## src/rtl/irq_pkg.sv

```systemverilog
// Shared constants and types for the memory-mapped interrupt controller.
// Register word offsets are relative to the controller's base address.
package irq_pkg;

  localparam int IRQ_NUM_SRC          = 16;
  localparam int IRQ_NUM_REGS         = 5;
  localparam int IRQ_ACTIVE_VALID_BIT = 31;

  localparam logic [2:0] IRQ_PENDING = 3'd0;
  localparam logic [2:0] IRQ_MASK    = 3'd1;
  localparam logic [2:0] IRQ_MODE    = 3'd2;
  localparam logic [2:0] IRQ_FORCE   = 3'd3;
  localparam logic [2:0] IRQ_ACTIVE  = 3'd4;

  typedef logic [IRQ_NUM_SRC-1:0] irq_vec_t;

endpackage

```

## src/rtl/irq_sync_edge.sv

```systemverilog
// Two-flop synchroniser for one raw request line plus rising-edge detect.
// For two clocks after reset the edge register tracks the synchroniser input.
// This stops a line already high at reset release from looking like an edge.
module irq_sync_edge (
  input  logic i_clk,
  input  logic i_rst,
  input  logic i_src,
  output logic o_level,
  output logic o_rise
);

  logic       r_meta;
  logic       r_sync;
  logic       r_prev;
  logic [1:0] r_settle;

  // Synchroniser, edge history and post-reset settle counter run every clock
  always_ff @(posedge i_clk) begin
    if (i_rst) begin
      r_meta   <= 1'b0;
      r_sync   <= 1'b0;
      r_prev   <= 1'b0;
      r_settle <= 2'd0;
    end else begin
      r_meta <= i_src;
      r_sync <= r_meta;
      r_prev <= (r_settle == 2'd2) ? r_sync : r_meta;
      if (r_settle != 2'd2) begin
        r_settle <= r_settle + 2'd1;
      end
    end
  end

  assign o_level = r_sync;
  assign o_rise  = r_sync & ~r_prev;

endmodule

```

## src/rtl/irq_controller.sv

```systemverilog
// 16-source interrupt controller with edge/level pending latches, a mask,
// and a lowest-index-first ACTIVE encoder, snooping the CPU write port.
module irq_controller
  import irq_pkg::*;
#(
  parameter logic [17:0] BASE_ADDR = 18'h3FF00,
  parameter int          NUM_SRC   = 16
) (
  input  logic        i_clk,
  input  logic        i_rst,
  input  logic        i_clk_en,
  input  logic [15:0] i_irq_src,
  input  logic [3:0]  i_mem_we,
  input  logic [17:0] i_mem_write_addr,
  input  logic [31:0] i_mem_write_data,
  input  logic [17:0] i_mem_read_addr,
  output logic        o_rd_hit,
  output logic [31:0] o_rd_data,
  output logic [15:0] o_interrupts
);

  if (NUM_SRC != IRQ_NUM_SRC) begin : g_bad_num_src
    $error("irq_controller supports exactly 16 sources");
  end

  irq_vec_t    w_level;
  irq_vec_t    w_rise;
  irq_vec_t    r_pending;
  irq_vec_t    r_mask;
  irq_vec_t    r_mode;
  irq_vec_t    w_lane_mask;
  irq_vec_t    w_wbits;
  irq_vec_t    w_w1c;
  irq_vec_t    w_force;
  irq_vec_t    w_pend_next;
  irq_vec_t    w_mask_next;
  irq_vec_t    w_mode_next;
  irq_vec_t    w_enabled;
  logic [17:0] w_wr_off;
  logic [17:0] w_rd_off;
  logic        w_wr_hit;
  logic        w_rd_in_map;
  logic [4:0]  w_active_idx;
  logic [31:0] w_active;
  logic [31:0] w_rd_val;
  logic        w_unused;

  for (genvar gi = 0; gi < IRQ_NUM_SRC; gi++) begin : g_src
    irq_sync_edge u_sync (
      .i_clk   (i_clk),
      .i_rst   (i_rst),
      .i_src   (i_irq_src[gi]),
      .o_level (w_level[gi]),
      .o_rise  (w_rise[gi])
    );
  end

  function automatic logic [4:0] lowestIdx(input irq_vec_t v);
    logic [4:0] idx;
    idx = 5'd0;
    for (int i = IRQ_NUM_SRC - 1; i >= 0; i--) begin
      if (v[i]) idx = 5'(i);
    end
    return idx;
  endfunction

  assign w_wr_off    = i_mem_write_addr - BASE_ADDR;
  assign w_wr_hit    = i_clk_en && (|i_mem_we) && (w_wr_off < 18'(IRQ_NUM_REGS));
  assign w_lane_mask = {{8{i_mem_we[1]}}, {8{i_mem_we[0]}}};
  assign w_wbits     = i_mem_write_data[15:0] & w_lane_mask;

  assign w_w1c   = (w_wr_hit && w_wr_off[2:0] == IRQ_PENDING) ? w_wbits : '0;
  assign w_force = (w_wr_hit && w_wr_off[2:0] == IRQ_FORCE)   ? w_wbits : '0;

  assign w_mask_next = (w_wr_hit && w_wr_off[2:0] == IRQ_MASK) ?
                       ((r_mask & ~w_lane_mask) | w_wbits) : r_mask;
  assign w_mode_next = (w_wr_hit && w_wr_off[2:0] == IRQ_MODE) ?
                       ((r_mode & ~w_lane_mask) | w_wbits) : r_mode;

  // Edge bits: hardware rise and FORCE both beat a same-cycle W1C; level bits track the line
  assign w_pend_next = (r_mode & ((r_pending & ~w_w1c) | w_rise | w_force)) |
                       (~r_mode & w_level);

  always_ff @(posedge i_clk) begin
    if (i_rst) begin
      r_pending    <= '0;
      r_mask       <= '0;
      r_mode       <= '1;
      o_interrupts <= '0;
    end else begin
      r_pending    <= w_pend_next;
      r_mask       <= w_mask_next;
      r_mode       <= w_mode_next;
      o_interrupts <= w_pend_next & w_mask_next;
    end
  end

  assign w_enabled    = r_pending & r_mask;
  assign w_active_idx = lowestIdx(w_enabled);

  always_comb begin
    w_active                       = '0;
    w_active[4:0]                  = w_active_idx;
    w_active[IRQ_ACTIVE_VALID_BIT] = |w_enabled;
  end

  assign w_rd_off    = i_mem_read_addr - BASE_ADDR;
  assign w_rd_in_map = (w_rd_off < 18'(IRQ_NUM_REGS));

  always_comb begin
    w_rd_val = '0;
    case (w_rd_off[2:0])
      IRQ_PENDING: w_rd_val = {16'd0, r_pending};
      IRQ_MASK:    w_rd_val = {16'd0, r_mask};
      IRQ_MODE:    w_rd_val = {16'd0, r_mode};
      IRQ_ACTIVE:  w_rd_val = w_active;
      default:     w_rd_val = '0;
    endcase
  end

  // Read data only advances with the CPU clock enable
  always_ff @(posedge i_clk) begin
    if (i_rst) begin
      o_rd_hit  <= 1'b0;
      o_rd_data <= '0;
    end else if (i_clk_en) begin
      o_rd_hit  <= w_rd_in_map;
      o_rd_data <= w_rd_in_map ? w_rd_val : 32'd0;
    end
  end

  assign w_unused = ^i_mem_write_data[31:16];

endmodule
```

## config.mk

```make
export PLATFORM = sky130hd
export DESIGN_NAME = irq_controller
export DESIGN_NICKNAME = d
export VERILOG_FILES = /design/src/rtl/irq_pkg.sv /design/src/rtl/irq_sync_edge.sv /design/src/rtl/irq_controller.sv
export SDC_FILE = /design/constraint.sdc
export NUM_CORES = 1
export LEC_CHECK = 0
export ABC_AREA = 1
export ABC_CLOCK_PERIOD_IN_PS = 1600
export BUFFER_PORTS_ARGS = -buffer_cell sky130_fd_sc_hd__buf_4
export CAP_MARGIN = 20
export CORE_ASPECT_RATIO = 1.4
export CORE_MARGIN = 1.5
export CORE_UTILIZATION = 45
export DETAILED_ROUTE_END_ITERATION = 7
export PLACE_DENSITY = 0.72
export REMOVE_ABC_BUFFERS = 1
export SYNTH_ARGS = -nofsm -noshare
export SYNTH_HDL_FRONTEND = slang
export SYNTH_SLANG_ARGS = --single-unit
```

## constraint.sdc

```tcl
create_clock -name i_clk -period 1.6 [get_ports i_clk]
set_input_delay 0.32 -clock i_clk [delete_from_list [all_inputs] [get_ports i_clk]]
set_output_delay 0.32 -clock i_clk [all_outputs]
set_load 0.05 [all_outputs]
```

==> flow_summary.yaml <==
cts:
  htreeDepth: 4
  insertion_delay_ps: 420
  clk_pin_slew_ps: 60
  cts.sinks: 162
  hold_buffers: 0
  cts_buffers: 17
  root_buffer: "clkbuf_16"
  cts_tree: "built"
  clk_path_buf_depth: 2
timing:
  rsz0062_at_grt: "true"
  report.final.slew_viol_count: 0
  max_freq_mhz: 631
  setup_ws_ps: 15.4
  final_hold_viol_count: 0
  clock_skew_ps: 11.4
  setup_viol: 0
  period_share: 0.990
  maxSlewHeadroom: 0.638
  worst_slew_pin_slew_ps: 543
  timing.hold.ws_ps: 99.4
  fin_crit_ps: 1580
worst_setup_path:
  r2r_setup_slack_ps: 90
  cp_top_family: "simple AND/OR/NAND/NOR gates"
  worstSetupEndpointType: "flop"
  slowest_delay_ps: 270
  cp.required_ps: 1880
  rr_endpoint: "o_rd_data[0]$_SDFFE_PP0P_"
  cp_cell_sequence: "buf_6, nand2_2, nor4_4, nand3_1, nand2_1, nand2_2, inv_4, nand2_4, nor2_4, clkinvlp_4, a22oi_2, nor2_1"
  ff2ff_path_depth: 20
  crit_buf_inv: 3
  crit_path_start_kind: "primary input"
  crit_path_frequent_cell: "nand2_2"
  cp_num_cells: 12
  worst-path-max-fanout: 7
  arrival_ps: 1870
  r2r-start: "r_mask[15]$_SDFF_PP0_"
  slowest_stage: "nor4_4"
  crit_type: "primary input to flop"
routing:
  first_pass_iters: 5
  post_drt_wl_per_cell_um: 14.3
  drtAntennaViolNets: 0
  vias_per_cell: 5.07
  drc: 0
  drt_iter0_drc: 299
  via_count: 6010
  routed_wl_mm: 17.0
logic_synthesis:
  synth_ff_type: "dfxtp_1"
  netlist_area_sq_um: 6710
  yosysSeqAreaShare: 0.484
  async_reset_ff_frac: 0
  yosysWarnings: 0
  syn_inst: 851
  syn_area_per_cell_sq_um: 7.88
  synth_edf_count: 0
  synth.distinct_cells: 41
  synth-seq-cells: 162
grt:
  grt_pass1_vias: 5802
  grt_max_degree: 80
  antenna_found_initial: 0
  overflow: 0
  grt_use_total: 0.218
  grt_pass1_wl_mm: 26.9
final_layout:
  stdcell_count: 1185
  mostFrequentLayoutCell: "dfxtp_1"
  drive_above_1_share: 0.221
  final_cell_mix: "157 x dfxtp_1, 139 x inv_1, 138 x nand2_1"
  n_antenna_cell: 0
  fin_nets: 1091
  finalCoreUtilization: 0.594
  syn2layout_area_growth_pct: 28.5
power_and_ir_drop:
  finalPower_mw: 10.2
  ir_drop_v: 0.000606
  powerDensity_nw_per_um2: 1190
  p_leak_nw: 4.09
floorplanning:
  placement_rows: 52
  die_w_um: 106
  start_util: 0.462
  die_area_sq_um: 15700
  io_pins: 140
  core_region_area_sq_um: 14500
  die_h_um: 147
flow_run:
  cap_violations: 0
worst_hold_path:
  worstHoldPathCells: 3
  holdCritStartpoint: "i_irq_src[15]"
  hold_path_class: "primary input to flop"
  holdPathEnd: "g_src[15].u_sync.r_meta$_SDFF_PP0_"
place:
  place_inst: 1150
  dp_hpwl_mm: 11.5
  dp_slack_ps: -381
  gp_congestion: 0.882
  portBuffers: 108
outcome:
  status: "complete, no violations"
report_power, final:
group          total, mW  switching (mW)  internal [mW]
clock network       4.14            1.58           2.57
registers           4.72           0.223           4.49
logic               1.38           0.809          0.573
routing by layer:
metal  track usage  routed length [um]  vias to the layer above
li1              -                   -                     3014
met1         0.249                6940                     2782
met2         0.387                8650                      179
met3        0.0467                 890                       35
met4        0.0986                 472                        0
met5             0                   0                        -
timing repair:
item	in CTS	in global routing
resized for setup	0	38
endpoints found under the setup margin	0	39
setup buffers	0	4
Yosys cell counts (3+ instances only):
cell	n	area share
nand4_1	3	0.0028
nand3_1	21	0.016
nor3_1	7	0.0052
o221ai_1	16	0.021
buf_4	17	0.019
dfxtp_1	162	0.48
clkbuf_1	16	0.0090
ha_1	16	0.030
o21ai_2	3	0.0039
inv_1	141	0.079
nand2_2	3	0.0028
buf_2	4	0.0030
buf_6	3	0.0050
nor2_4	3	0.0050
a22oi_1	15	0.017
o21ai_1	7	0.0052
nand2_1	143	0.080
o211ai_1	14	0.016
o211ai_2	7	0.013
o21ai_0	54	0.040
a21oi_1	75	0.056
nor4_1	4	0.0037
o2111ai_1	11	0.014
nor2_1	87	0.049
metrics by stage:
stage,setup TNS [ps],instance area [sq um]
after floorplan,-18840,6510
after global placement,-19910,7820
after global routing,-988,8620
final,0,8620
after detailed placement,-22680,7820
after CTS,0,8420
how the worst max path moves through the flow:
stage,startpoint,to,slack [ps]
2_1_floorplan,i_rst,r_pending[14]$_SDFF_PP0_,-330
3_3_place_gp,i_mem_write_addr[6],o_interrupts[15]$_SDFF_PP0_,-310
3_5_place_dp,i_mem_write_addr[6],r_pending[14]$_SDFF_PP0_,-380
4_1_cts,r_mask[15]$_SDFF_PP0_,o_rd_data[0]$_SDFFE_PP0P_,50
5_1_grt,i_mem_write_addr[15],r_mask[15]$_SDFF_PP0_,-110
6_report,i_mem_write_addr[15],r_mask[15]$_SDFF_PP0_,20
sequential cells by signal, indices dropped and copies added, names as in the netlist, 16 cells and up, named ones only:
| signal | cells |
|---|---|
| g_src.u_sync.o_level | 16 |
| g_src.u_sync.r_settle | 32 |
| g_src.u_sync.r_meta | 16 |
| r_mask | 16 |
| r_pending | 16 |
| g_src.u_sync.r_prev | 16 |
| o_interrupts | 16 |
| o_rd_data | 17 |
worst min-delay path: stages:
cell	delay (ps)
buf_4	80
inv_1	30
nor2_1	60
final cells by class:
class | count | area [sq um]
Fill cell | 1313 | 5890
Sequential cell | 162 | 3250
Multi-Input combinational cell | 516 | 2850
Timing Repair Buffer | 142 | 1130
Inverter | 145 | 552
Clock buffer | 22 | 474
Tap cell | 189 | 236
Clock inverter | 9 | 130
cells by family after synthesis:
logic type	after synthesis	share of synthesized area
mux	1	0.00149
compound gates	207	0.192
buf+inv	187	0.119
flops	162	0.484
simple gates	277	0.174
other cells	1	0.000559
fa+ha+maj	16	0.0299
No activity file was read; power rests on OpenSTA's default activity.
